==> src/rtl/regfile_pkg.sv <==
// regfile_pkg: shared types for the register-file move engine.
//   op_e    - operation encoding on the op port (5-7 are illegal and reported via err)
//   state_e - engine FSM states
package regfile_pkg;

   typedef enum logic [2:0] {
      OP_NOP   = 3'd0,
      OP_LOAD  = 3'd1,
      OP_MOVE  = 3'd2,
      OP_SWAP  = 3'd3,
      OP_CLEAR = 3'd4
   } op_e;

   typedef enum logic [2:0] {
      IDLE    = 3'd0,
      EXEC    = 3'd1,
      SWAP_RD = 3'd2,
      SWAP_WR = 3'd3,
      DONE    = 3'd4
   } state_e;

endpackage

==> src/rtl/regfile_array.sv <==
// regfile_array: DEPTH x WIDTH register storage, async active-high reset.
//   clk, rst          clock / async reset (all registers cleared)
//   we0, wa0, wd0     write port 0
//   we1, wa1, wd1     write port 1 (wins over port 0 on the same index)
//   ra0..ra2/rd0..rd2 combinational read ports
// Indices >= DEPTH read 0 and are never written. With HARDWIRE_R0 set,
// register 0 reads 0 and ignores writes.
module regfile_array #(
   parameter int WIDTH       = 16,
   parameter int DEPTH       = 8,
   parameter int HARDWIRE_R0 = 0,
   localparam int AW         = $clog2(DEPTH)
) (
   input  logic             clk,
   input  logic             rst,
   input  logic             we0,
   input  logic [AW-1:0]    wa0,
   input  logic [WIDTH-1:0] wd0,
   input  logic             we1,
   input  logic [AW-1:0]    wa1,
   input  logic [WIDTH-1:0] wd1,
   input  logic [AW-1:0]    ra0,
   output logic [WIDTH-1:0] rd0,
   input  logic [AW-1:0]    ra1,
   output logic [WIDTH-1:0] rd1,
   input  logic [AW-1:0]    ra2,
   output logic [WIDTH-1:0] rd2
);

   logic [DEPTH-1:0][WIDTH-1:0] regs;

   function automatic logic [WIDTH-1:0] rd(input logic [AW-1:0] a);
      if (32'(a) >= DEPTH || (HARDWIRE_R0 != 0 && a == '0))
         return '0;
      return regs[a];
   endfunction

   assign rd0 = rd(ra0);
   assign rd1 = rd(ra1);
   assign rd2 = rd(ra2);

   always_ff @(posedge clk or posedge rst) begin
      if (rst) begin
         regs <= '0;
      end else begin
         for (int i = 0; i < DEPTH; i++) begin
            if (!(HARDWIRE_R0 != 0 && i == 0)) begin
               if (we1 && wa1 == AW'(i))
                  regs[i] <= wd1;
               else if (we0 && wa0 == AW'(i))
                  regs[i] <= wd0;
            end
         end
      end
   end

endmodule

==> src/rtl/regfile_move_engine.sv <==
// regfile_move_engine: register file with a handshaked op engine
// (NOP/LOAD/MOVE/SWAP/CLEAR).
//   clk, rst      clock / async active-high reset
//   op_valid      request; accepted when op_ready is high at a rising edge
//   op_ready      high only while IDLE
//   op            operation code (5-7 illegal)
//   source        source index (MOVE/SWAP) and live read index for src_data
//   destination   destination index
//   data_in       LOAD data
//   src_data      combinational read of regs[source]
//   done          one-cycle completion pulse
//   err           pulses with done for an illegal op
module regfile_move_engine
   import regfile_pkg::*;
#(
   parameter int WIDTH       = 16,
   parameter int DEPTH       = 8,
   parameter int HARDWIRE_R0 = 0,
   localparam int AW         = $clog2(DEPTH)
) (
   input  logic             clk,
   input  logic             rst,
   input  logic             op_valid,
   output logic             op_ready,
   input  logic [2:0]       op,
   input  logic [AW-1:0]    source,
   input  logic [AW-1:0]    destination,
   input  logic [WIDTH-1:0] data_in,
   output logic [WIDTH-1:0] src_data,
   output logic             done,
   output logic             err
);

   state_e           state;
   logic [2:0]       l_op;
   logic [AW-1:0]    l_src, l_dst;
   logic [WIDTH-1:0] l_data, temp;
   logic [WIDTH-1:0] rd_src, rd_dst;

   logic             we0, we1;
   logic [AW-1:0]    wa0, wa1;
   logic [WIDTH-1:0] wd0, wd1;

   assign op_ready = (state == IDLE);
   assign done     = (state == DONE);
   assign err      = done && (l_op > 3'd4);

   // Port 0 serves EXEC writes and the src half of SWAP; port 1 the dst half.
   always_comb begin
      we0 = 1'b0;
      wa0 = l_dst;
      wd0 = '0;
      we1 = 1'b0;
      wa1 = l_dst;
      wd1 = temp;
      case (state)
         EXEC: begin
            case (l_op)
               OP_LOAD:  begin we0 = 1'b1; wd0 = l_data; end
               OP_MOVE:  begin we0 = 1'b1; wd0 = rd_src; end
               OP_CLEAR: begin we0 = 1'b1; wd0 = '0;     end
               default:  ;
            endcase
         end
         SWAP_RD: begin
            we0 = 1'b1;
            wa0 = l_src;
            wd0 = rd_dst;
         end
         SWAP_WR: we1 = 1'b1;
         default: ;
      endcase
   end

   always_ff @(posedge clk or posedge rst) begin
      if (rst) begin
         state  <= IDLE;
         l_op   <= '0;
         l_src  <= '0;
         l_dst  <= '0;
         l_data <= '0;
         temp   <= '0;
      end else begin
         case (state)
            IDLE: begin
               if (op_valid) begin
                  l_op   <= op;
                  l_src  <= source;
                  l_dst  <= destination;
                  l_data <= data_in;
                  state  <= (op == OP_SWAP) ? SWAP_RD : EXEC;
               end
            end
            EXEC:    state <= DONE;
            SWAP_RD: begin
               // Capture old src before it is overwritten on this same edge.
               temp  <= rd_src;
               state <= SWAP_WR;
            end
            SWAP_WR: state <= DONE;
            DONE:    state <= IDLE;
            default: state <= IDLE;
         endcase
      end
   end

   regfile_array #(
      .WIDTH(WIDTH), .DEPTH(DEPTH), .HARDWIRE_R0(HARDWIRE_R0)
   ) u_array (
      .clk(clk), .rst(rst),
      .we0(we0), .wa0(wa0), .wd0(wd0),
      .we1(we1), .wa1(wa1), .wd1(wd1),
      .ra0(source), .rd0(src_data),
      .ra1(l_src),  .rd1(rd_src),
      .ra2(l_dst),  .rd2(rd_dst)
   );

endmodule

==> config.mk <==
export PLATFORM = sky130hd
export DESIGN_NAME = regfile_move_engine
export DESIGN_NICKNAME = d
export VERILOG_FILES = /design/src/rtl/regfile_pkg.sv /design/src/rtl/regfile_array.sv /design/src/rtl/regfile_move_engine.sv
export SDC_FILE = /design/constraint.sdc
export NUM_CORES = 1
export LEC_CHECK = 0
export ABC_CLOCK_PERIOD_IN_PS = 4800
export BUFFER_PORTS_ARGS = -buffer_cell sky130_fd_sc_hd__buf_2
export CORE_MARGIN = 3
export CORE_UTILIZATION = 50
export CTS_CLUSTER_DIAMETER = 100
export DETAILED_ROUTE_END_ITERATION = 10
export PLACE_DENSITY = 0.73
export SLEW_MARGIN = 20
export SYNTH_ARGS = -nofsm -noshare
export SYNTH_HDL_FRONTEND = slang
export SYNTH_SLANG_ARGS = --single-unit
export TNS_END_PERCENT = 10
==> constraint.sdc <==
create_clock -name clk -period 4.8 [get_ports clk]
set_input_delay 0.48 -clock clk [delete_from_list [all_inputs] [get_ports clk]]
set_output_delay 0.48 -clock clk [all_outputs]
set_load 0.01 [all_outputs]
==> flow_summary.json, run 1 <==
{
  "status": "completed",
  "numPortBuffers": 46,
  "synth-seq-area-share_pct": 40.4,
  "skew_ps": 9.83,
  "firstDrtPassIters": 6,
  "clkPwrFrac_pct": 19.3,
  "postCtsSetupBuffers": 0,
  "fmax_mhz": 263,
  "overflow": 0,
  "ant_nets": 0,
  "row_count": 52,
  "leakage_nw": 4.89,
  "hold_class": "in2async",
  "hpwl_mm": 19.3,
  "postLayoutCoreUtil_pct": 56.5,
  "netlist_instances": 879,
  "ys_seq_elements": 172,
  "hold_violations": 0,
  "fp.coreArea_sq_mm": 0.0206,
  "cts_max_level": 4,
  "crit_path_top_delay_cell": "dfrtp_2",
  "pin_count": 47,
  "nets": 905,
  "power_density_mw_per_mm2": 600,
  "rsz0062_at_grt": "false",
  "grt_pass1_vias": 8512,
  "cts_hold_buf": 0,
  "p_switching_mw": 2.67,
  "cts_root_buf": "clkbuf_16",
  "postRouteWirelength_mm": 33.9,
  "critPathCaptureType": "register",
  "syn_area_sq_mm": 0.0106,
  "synth-edff-count": 0,
  "cts_resized": 0,
  "syn_nets": 907,
  "yosys_warnings": 0,
  "worst_setup_path_start_kind": "register",
  "fin_crit_sh_pct": 79.1,
  "num_antenna_cells": 0,
  "grt_max_degree": 74,
  "grt_antenna_before_repair": 0,
  "crit_arrival_ps": 4110,
  "worstMarginPinSlew_ps": 1220,
  "fin_crit_ps": 3800,
  "required_ps": 5120,
  "drtIter0Drc": 1451,
  "slowest_delay_ps": 1060,
  "worstPathCellList": "buf_4 > mux2_2 > mux4_2 > a222oi_1 > nor2_1 > a221o_1",
  "die_area_sq_mm": 0.0231,
  "grt_util_all_layers_pct": 29.1,
  "syn_avg_cell_area_sq_um": 12.1,
  "synth-async-reset-ratio_pct": 100,
  "syn_to_final_growth_pct": 9.10,
  "finalMaxSlewViolations": 0,
  "pwr-share-seq_pct": 43.6,
  "p_sw_share_pct": 38.3,
  "place.gp.congestion": 0.859,
  "clock_sinks": 172,
  "cts_tree": "done",
  "wl_per_cell_microns": 29.2,
  "critPathMaxFanout": 51,
  "die_w_microns": 152,
  "start_util_pct": 51.8,
  "vdd_ir_drop_max_uv": 255,
  "ys.flop_type": "dfrtp_1",
  "fin_setup_tns_ps": 0,
  "drive_above_1_share_pct": 38.2,
  "insertion_delay_ps": 440,
  "maxCapViolCount": 0,
  "setup_viol": 0,
  "internal_power_mw": 4.29,
  "drc_errors": 0,
  "share_comb_of_total_power_pct": 37.1,
  "clkTransAtPathRegs_ps": 70,
  "slew_headroom_pct": 18.9,
  "critPathKind": "reg2reg",
  "clock_path_buffers": 2,
  "vias": 8691,
  "synth_cell_types": 40,
  "cts_inserted_buffers": 17,
  "grt_pass1_wl_mm": 51.5,
  "avgViaCountPerCell": 7.50,
  "die_height_microns": 152
}
power groups by stage:
stage / clock network, mW / logic, mW / registers [mW]
final: 1.35 / 2.58 / 3.04
after global routing: 1.43 / 2.73 / 3.11
after CTS: 1.35 / 2.56 / 2.99
after detailed placement: 0 / 2.55 / 3.00
after global placement: 0 / 2.48 / 2.98
after floorplan: 0 / 2.47 / 2.31
final timing paths:
check / from / to / slack, ps / cells after the start
setup / recovery: l_dst[0]$_DFFE_PP0P_ / u_array.regs[49]$_DFFE_PP0P_ / 1000 / 6
hold / removal: rst / l_data[1]$_DFFE_PP0P_ / 100 / 2
setup reg to reg: l_dst[0]$_DFFE_PP0P_ / u_array.regs[49]$_DFFE_PP0P_ / 1000 / 6
hold reg to reg: l_data[12]$_DFFE_PP0P_ / l_data[12]$_DFFE_PP0P_ / 520 / 1
max in group asynchronous: rst / u_array.regs[69]$_DFFE_PP0P_ / 3630 / 3
min in group clk: destination[1] / l_dst[1]$_DFFE_PP0P_ / 270 / 2
per-layer routing:
layer / global-route usage (%) / up-vias / part of all wire, %
met5: 0 / - / 0
met4: 14.6 / 0 / 5.2
met3: 8.45 / 170 / 14
met2: 43.1 / 774 / 45
met1: 39.5 / 4304 / 36
li1: - / 3443 / -
critical path, delay by kind of cell, from the launching register on:
| kind | cells | cell delay (ps) |
|---|---|---|
| flops | 1 | 1060 |
| mux | 2 | 830 |
| simple gates | 1 | 120 |
| compound gates | 2 | 1230 |
| buf+inv | 1 | 420 |
final cells by class:
class / count / area [sq um]
fillers: 1697 / 8950
flip-flops and latches: 172 / 4310
inverters: 3 / 15.0
repair buffers: 84 / 528
clock buffers: 24 / 492
clock inverters: 7 / 65.1
multi-input cells: 599 / 5870
well taps: 270 / 338
layout by cell type, fill, tap and decap left out, types with 4 or more instances in the layout:
master     Yosys  final
dfrtp_1      172    168
clkbuf_8       0      4
mux2_2       104    104
buf_2         34     47
nor2_1       186    186
a221o_1      128    128
nand2b_1       6      6
clkinv_2       0      4
o2111ai_2      3      4
mux4_2        81     81
o21a_1        18     18
o211ai_2       4      4
dfrtp_2        0      4
a222oi_1      16     16
clkbuf_2       0      9
or2_2         15     15
buf_4          0     25
nand2_1        4      4
clkbuf_16      0     17
through the flow:
step,cells,power [mW],setup WS [ps],hold slack [ps],cell area [sq um]
after floorplan,879,4.78,2120,480,10600
after global placement,1117,5.45,1230,505,11000
after detailed placement,1118,5.54,1180,509,11000
after CTS,1149,6.89,1100,107,11600
after global routing,1159,7.27,889,117,11600
final,1159,6.96,1000,103,11600
Yosys cell counts (4+ instances only):
master,count,area (sq um)
nand2b_1,6,37.5
buf_2,34,170
nor3_1,5,25.0
nand2_1,4,15.0
nor2_1,186,698
mux2_2,104,1170
buf_6,8,90.1
mux4_2,81,1820
or2_2,15,93.8
a221o_1,128,1280
o21a_1,18,135
dfrtp_1,172,4300
a222oi_1,16,160
buf_1,23,86.3
clkbuf_1,40,150
o211ai_2,4,50.1
cell families after synthesis:
| group | synth area share (%) |
|---|---|
| AO/OA/AOI/OAI | 16.9 |
| AND/OR/NAND/NOR | 9.07 |
| XOR/XNOR | 0.0823 |
| flip-flops | 40.4 |
| multiplexers | 28.8 |
| buffers and inverters | 4.77 |
flip-flops by register name, indices dropped and copies added, names as in the netlist:
| name | flops |
|---|---|
| u_array.regs | 128 |
| l_data | 16 |
| temp | 16 |
| l_dst | 3 |
| l_op | 3 |
| l_src | 3 |
| state | 3 |
Note: power is estimated with default switching activity, not from simulation.
==> run 2, diff against run 1 <==
--- a/config.mk
+++ b/config.mk
@@ -5,7 +5,8 @@
 export SDC_FILE = /design/constraint.sdc
 export NUM_CORES = 1
 export LEC_CHECK = 0
-export ABC_CLOCK_PERIOD_IN_PS = 4800
+export ABC_AREA = 1
+export ABC_CLOCK_PERIOD_IN_PS = 3200
 export BUFFER_PORTS_ARGS = -buffer_cell sky130_fd_sc_hd__buf_2
 export CORE_MARGIN = 3
 export CORE_UTILIZATION = 50
==> constraint.sdc (replaced) <==
create_clock -name clk -period 3.2 [get_ports clk]
set_input_delay 0.32 -clock clk [delete_from_list [all_inputs] [get_ports clk]]
set_output_delay 0.32 -clock clk [all_outputs]
set_load 0.01 [all_outputs]
==> flow_summary.json, run 2 <==
{
  "fillers": 2303,
  "crit_family": "simple AND/OR/NAND/NOR gates",
  "yosys_warnings": 0,
  "grt_antenna_before_repair": 0,
  "synth-edff-count": 0,
  "netlist_instances": 1918,
  "drc_errors": 0,
  "rsz0062_at_grt": "false",
  "worst_setup_path_start_kind": "register",
  "firstDrtPassIters": 7,
  "synth_top_area_share_pct": 35.6,
  "place.gp.congestion": 0.934,
  "crit_path_top_delay_cell": "nand3_1",
  "fmax_mhz": 364,
  "die_w_microns": 162,
  "cp_num_buf_inv": 3,
  "fin_crit_sh_pct": 85.8,
  "vdd_ir_drop_max_uv": 354,
  "finalMaxSlewViolations": 0,
  "postCtsSetupBuffers": 0,
  "cts_resized": 0,
  "required_ps": 3580,
  "cp.depth": 9,
  "status": "completed",
  "synth.most_common_cell": "nand2_1",
  "synth-async-reset-ratio_pct": 100,
  "fin_crit_ps": 2740,
  "leakage_nw": 6.66,
  "worst_r2r_path_depth": 9,
  "reg2reg_from": "state[2]$_DFFE_PP0P_",
  "regToRegSetupSlack_ps": 460,
  "die_height_microns": 162,
  "synth.area.top_cells": "dfrtp_1 36%, nand2_1 25%, nand3_1 9.2%, inv_1 4.9%, o21ai_0 3.8%",
  "avgViaCountPerCell": 6.03,
  "slowest_delay_ps": 530,
  "crit_end": "u_array.regs[50]$_DFFE_PP0P_",
  "fin_setup_tns_ps": 0,
  "regMostFlops": "u_array.regs",
  "pin_count": 47,
  "skew_ps": 15.0,
  "critPathCaptureType": "register",
  "synth_top_area_cell": "dfrtp_1",
  "grt_pass1_wl_mm": 70.5,
  "slew_headroom_pct": 32.7,
  "ys.flop_type": "dfrtp_1",
  "ant_nets": 0,
  "largest_register_ffs": 128,
  "clkTransAtPathRegs_ps": 80,
  "cts_hold_buf": 0,
  "cts_tree": "done",
  "wl_per_cell_microns": 20.6,
  "cts_max_level": 4,
  "power_density_mw_per_mm2": 824,
  "grt_pass1_vias": 12700,
  "insertion_delay_ps": 460,
  "setup_ws_ps": 455,
  "drtIter0Drc": 2032,
  "syn_to_final_growth_pct": 7.65,
  "cts_inserted_buffers": 17,
  "drive_above_1_share_pct": 9.69,
  "synth-seq-area-share_pct": 35.6,
  "power.total_mw": 10.7,
  "critPathMaxFanout": 17,
  "postRouteWirelength_mm": 45.8,
  "hpwl_mm": 28.3,
  "syn_nets": 1946,
  "synth_common_cells": "805 x nand2_1, 223 x nand3_1, 172 x dfrtp_1",
  "numPortBuffers": 46,
  "synth_cell_types": 30,
  "clock_path_buffers": 2,
  "setup_viol": 0,
  "crit_path_start": "state[2]$_DFFE_PP0P_",
  "overflow": 0,
  "critPathKind": "reg2reg",
  "mostFrequentLayoutCell": "nand2_1",
  "placed_cell_area_sq_mm": 0.0125,
  "worstPathCellList": "inv_2 > nand3_1 > nand2_1 > o21ai_4 > inv_4 > nand3_4 > inv_2 > nand2_1 > nand3_1",
  "fp.coreArea_sq_mm": 0.0236,
  "clock_sinks": 172,
  "dp_slack_ps": 557,
  "num_antenna_cells": 0,
  "syn_area_sq_mm": 0.0121,
  "die_area_sq_mm": 0.0261,
  "grt_util_all_layers_pct": 35.0,
  "hold_violations": 0,
  "vias": 13400,
  "rr_endpoint": "u_array.regs[50]$_DFFE_PP0P_",
  "nets": 1925,
  "syn_avg_cell_area_sq_um": 6.31,
  "row_count": 56,
  "finish.instance_area_sq_mm": 0.0130,
  "ys_seq_elements": 172,
  "start_util_pct": 51.2,
  "hold_class": "in2async",
  "cts_root_buf": "clkbuf_16",
  "crit_arrival_ps": 3130,
  "grt_max_degree": 141,
  "worstMarginPinSlew_ps": 1010,
  "mostFrequentLayoutCells": "805 x nand2_1, 223 x nand3_1, 171 x dfrtp_1",
  "reg_top3": "u_array.regs (128), l_data (16), temp (16)",
  "maxCapViolCount": 0
}
[run 2: cell types whose count changed after synthesis, sizes merged, moves of 20 or more]
| cell | change |
|---|---|
| mux2 | -88 |
| nor2 | -90 |
| a221o | -128 |
| clkinv | +35 |
| mux4 | -81 |
| nand2 | +807 |
| inv | +177 |
| nand3 | +229 |
| a21oi | +66 |
| o21ai | +95 |
| o21a | -21 |
| nand4 | +20 |
| o211ai | +35 |
[run 2: report_power, final]
part           internal, mW  switching [mW]  leakage (nW)  total, mW
Combinational          1.49            3.42          4.07       4.91
Clock                  1.05            1.03         0.277       2.08
Sequential             2.86           0.879          2.32       3.74
[run 2: metrics by stage]
step                instances  hold WS, ps  util [%]
floorplan                1918          471         -
CTS                      2229         27.2      55.2
finish                   2229         3.33      55.2
global placement         2197          490      52.8
detailed placement       2197          494      52.8
global route             2229         45.2      55.2
[run 2: layout make-up]
type	instances	area [sq um]	area share [%]
well taps	319	399	3.06
clock inverters	14	126	0.970
repair buffers	81	531	4.07
clock buffers	18	439	3.37
flip-flops and latches	172	4310	33.1
multi-input cells	1410	6410	49.2
inverters	215	813	6.25
[run 2: kinds of logic after synthesis]
group / share of synthesized area, %
compound gates: 11.1
buf+inv: 11.5
mux: 1.49
flops: 35.6
simple gates: 40.3
[run 2: worst min-delay path by stage]
| stage | slack (ps) | cells after the start | start | endpoint |
|---|---|---|---|---|
| 2_1_floorplan | 470 | 1 | data_in[10] | l_data[10]$_DFFE_PP0P_ |
| 3_5_place_dp | 490 | 1 | l_data[10]$_DFFE_PP0P_ | l_data[10]$_DFFE_PP0P_ |
| 4_1_cts | 30 | 3 | rst | temp[10]$_DFFE_PP0P_ |
| 3_3_place_gp | 490 | 1 | l_data[6]$_DFFE_PP0P_ | l_data[6]$_DFFE_PP0P_ |
| 5_1_grt | 50 | 3 | rst | temp[10]$_DFFE_PP0P_ |
| 6_report | 3 | 3 | rst | temp[10]$_DFFE_PP0P_ |
[run 2: tightest hold or removal path, stage by stage]
cell and delay (ps):
buf_2 110, clkinvlp_4 80, buf_4 380
[run 2: metal layers]
metal	track usage (%)	part of all wire (%)	vias up
li1	-	-	6034
met1	42.6	37	6187
met2	54.7	44	951
met3	10.8	13	275
met4	20.6	6.8	0
met5	0	0	-
==> run 3, diff against run 2 <==
--- a/config.mk
+++ b/config.mk
@@ -5,7 +5,6 @@
 export SDC_FILE = /design/constraint.sdc
 export NUM_CORES = 1
 export LEC_CHECK = 0
-export ABC_AREA = 1
 export ABC_CLOCK_PERIOD_IN_PS = 3200
 export BUFFER_PORTS_ARGS = -buffer_cell sky130_fd_sc_hd__buf_2
 export CORE_MARGIN = 3
==> flow_summary.json, run 3 (same netlist as run 1, synthesis figures left out) <==
{
  "status": "completed",
  "clock_path_buffers": 2,
  "grt_util_all_layers_pct": 30.3,
  "vias": 8849,
  "ant_nets": 0,
  "skew_ps": 8.47,
  "maxCapViolCount": 0,
  "mostFrequentLayoutCell": "nor2_1",
  "grt_max_degree": 70,
  "mostFrequentLayoutCells": "186 x nor2_1, 169 x dfrtp_1, 128 x a221o_1",
  "regToRegSetupSlack_ps": 340,
  "clkTransAtPathRegs_ps": 70,
  "die_height_microns": 152,
  "min_to": "l_data[1]$_DFFE_PP0P_",
  "whs_ps": 115,
  "firstDrtPassIters": 8,
  "crit_path_top_delay_cell": "dfrtp_2",
  "worstMarginPinSlew_ps": 1170,
  "rr_endpoint": "u_array.regs[73]$_DFFE_PP0P_",
  "fp.coreArea_sq_mm": 0.0206,
  "drive_above_1_share_pct": 40.6,
  "worst_setup_path_start_kind": "register",
  "regMostFlops": "u_array.regs",
  "postRouteWirelength_mm": 35.2,
  "fillers": 1671,
  "critPathCaptureType": "register",
  "largest_register_ffs": 128,
  "finalMaxSlewViolations": 0,
  "die_area_sq_mm": 0.0231,
  "critPathMaxFanout": 23,
  "leakage_nw": 5.11,
  "hold_violations": 0,
  "fin_crit_ps": 2860,
  "overflow": 0,
  "place.gp.congestion": 0.900,
  "reg_top3": "u_array.regs (128), l_data (16), temp (16)",
  "row_count": 52,
  "worstHoldStart": "data_in[1]",
  "die_w_microns": 152,
  "rsz0062_at_grt": "false",
  "wl_per_cell_microns": 29.4,
  "avgViaCountPerCell": 7.41,
  "nets": 941,
  "slew_headroom_pct": 22.1,
  "pin_count": 47,
  "insertion_delay_ps": 440,
  "grt_antenna_before_repair": 0,
  "crit_arrival_ps": 3180,
  "num_antenna_cells": 0,
  "cts_max_level": 4,
  "drc_errors": 0,
  "hpwl_mm": 21.3,
  "critPathKind": "reg2reg",
  "fmax_mhz": 350,
  "required_ps": 3520,
  "slowest_delay_ps": 720,
  "cts_tree": "done",
  "syn_to_final_growth_pct": 13.0,
  "clock_sinks": 172,
  "cts_inserted_buffers": 17,
  "reg2reg_from": "l_dst[0]$_DFFE_PP0P_",
  "drtIter0Drc": 1284,
  "fin_crit_sh_pct": 89.3,
  "setup_viol": 0,
  "grt_pass1_wl_mm": 54.0,
  "multi_input_area_sq_mm": 0.00587,
  "worstPathCellList": "buf_12 > mux2_2 > mux4_2 > a222oi_1 > buf_4 > nor2_1 > a221o_1",
  "vdd_ir_drop_max_uv": 407,
  "hold_class": "in2reg",
  "fin_setup_tns_ps": 0,
  "start_util_pct": 51.8,
  "hold_depth": 2,
  "seqCellArea_sq_mm": 0.00431,
  "numPortBuffers": 46,
  "worst_r2r_path_depth": 7,
  "cts_root_buf": "clkbuf_16",
  "power_density_mw_per_mm2": 898,
  "grt_pass1_vias": 9055
}
run 3: changes by cell type in the layout (fill, tap and decap cells not counted), moves of 39 or more:
cell | before | now
nand2_1 | 805 | 4
mux2_2 | 16 | 104
a221o_1 | 0 | 128
o211ai_1 | 39 | 0
mux4_2 | 0 | 81
nand3_1 | 223 | 2
inv_1 | 156 | 1
a21oi_1 | 67 | 1
o21ai_0 | 92 | 2
nor2_1 | 81 | 186
run 3: final cells by class:
cell class | instances | share of cell area, %
clock buffers | 23 | 4.06
inverters | 3 | 0.125
multi-input cells | 599 | 48.8
repair buffers | 120 | 7.49
flip-flops and latches | 172 | 35.8
clock inverters | 8 | 0.915
well taps | 270 | 2.81
run 3: per-layer routing:
layer	vias up	share of wire, %	GRT usage, %	routed length (microns)
li1	3521	-	-	-
met1	4487	36	40.0	12600
met2	693	47	46.9	16500
met3	148	12	7.39	4280
met4	0	5.1	15.4	1810
met5	-	0	0	0
run 3: what timing repair did:
| item | CTS | global route |
|---|---|---|
| buffers inserted | 0 | 0 |
| hold endpoints to repair | 21 | 0 |
| setup endpoints to repair | 0 | 0 |
| gates resized for setup | 0 | 0 |
| hold buffers | 1 | 0 |
run 3: worst max-delay path by stage:
stage | startpoint | end | cells after the start
floorplan | rst | l_data[0]$_DFFE_PP0P_ | 1
global placement | l_src[0]$_DFFE_PP0P_ | u_array.regs[65]$_DFFE_PP0P_ | 7
detailed placement | l_dst[0]$_DFFE_PP0P_ | u_array.regs[41]$_DFFE_PP0P_ | 7
CTS | l_dst[0]$_DFFE_PP0P_ | u_array.regs[41]$_DFFE_PP0P_ | 7
global route | l_dst[0]$_DFFE_PP0P_ | u_array.regs[41]$_DFFE_PP0P_ | 7
finish | l_dst[0]$_DFFE_PP0P_ | u_array.regs[73]$_DFFE_PP0P_ | 7
run 3: through the flow:
| stage | power [mW] | setup slack (ps) | util [%] | instances | area (sq um) |
|---|---|---|---|---|---|
| after detailed placement | 8.54 | 439 | 55.5 | 1163 | 11400 |
| after floorplan | 7.18 | 683 | - | 879 | 10600 |
| after global routing | 11.3 | 224 | 58.5 | 1195 | 12000 |
| final | 10.8 | 341 | 58.5 | 1195 | 12000 |
| after global placement | 8.40 | 488 | 55.5 | 1163 | 11400 |
| after CTS | 10.7 | 383 | 58.5 | 1195 | 12000 |
run 3: where the power goes:
part	switching [mW]	total [mW]	internal, mW
sequential	1.23	4.22	2.99
combinational	1.96	4.43	2.46
clock	0.917	2.15	1.24
total	4.11	10.8	6.69
run 3: worst max-delay path: cells and delay by family, from the launching register on:
| family | cells | cell delay [ps] |
|---|---|---|
| mux | 2 | 820 |
| compound gates | 2 | 670 |
| buf+inv | 2 | 470 |
| flops | 1 | 720 |
| simple gates | 1 | 50 |
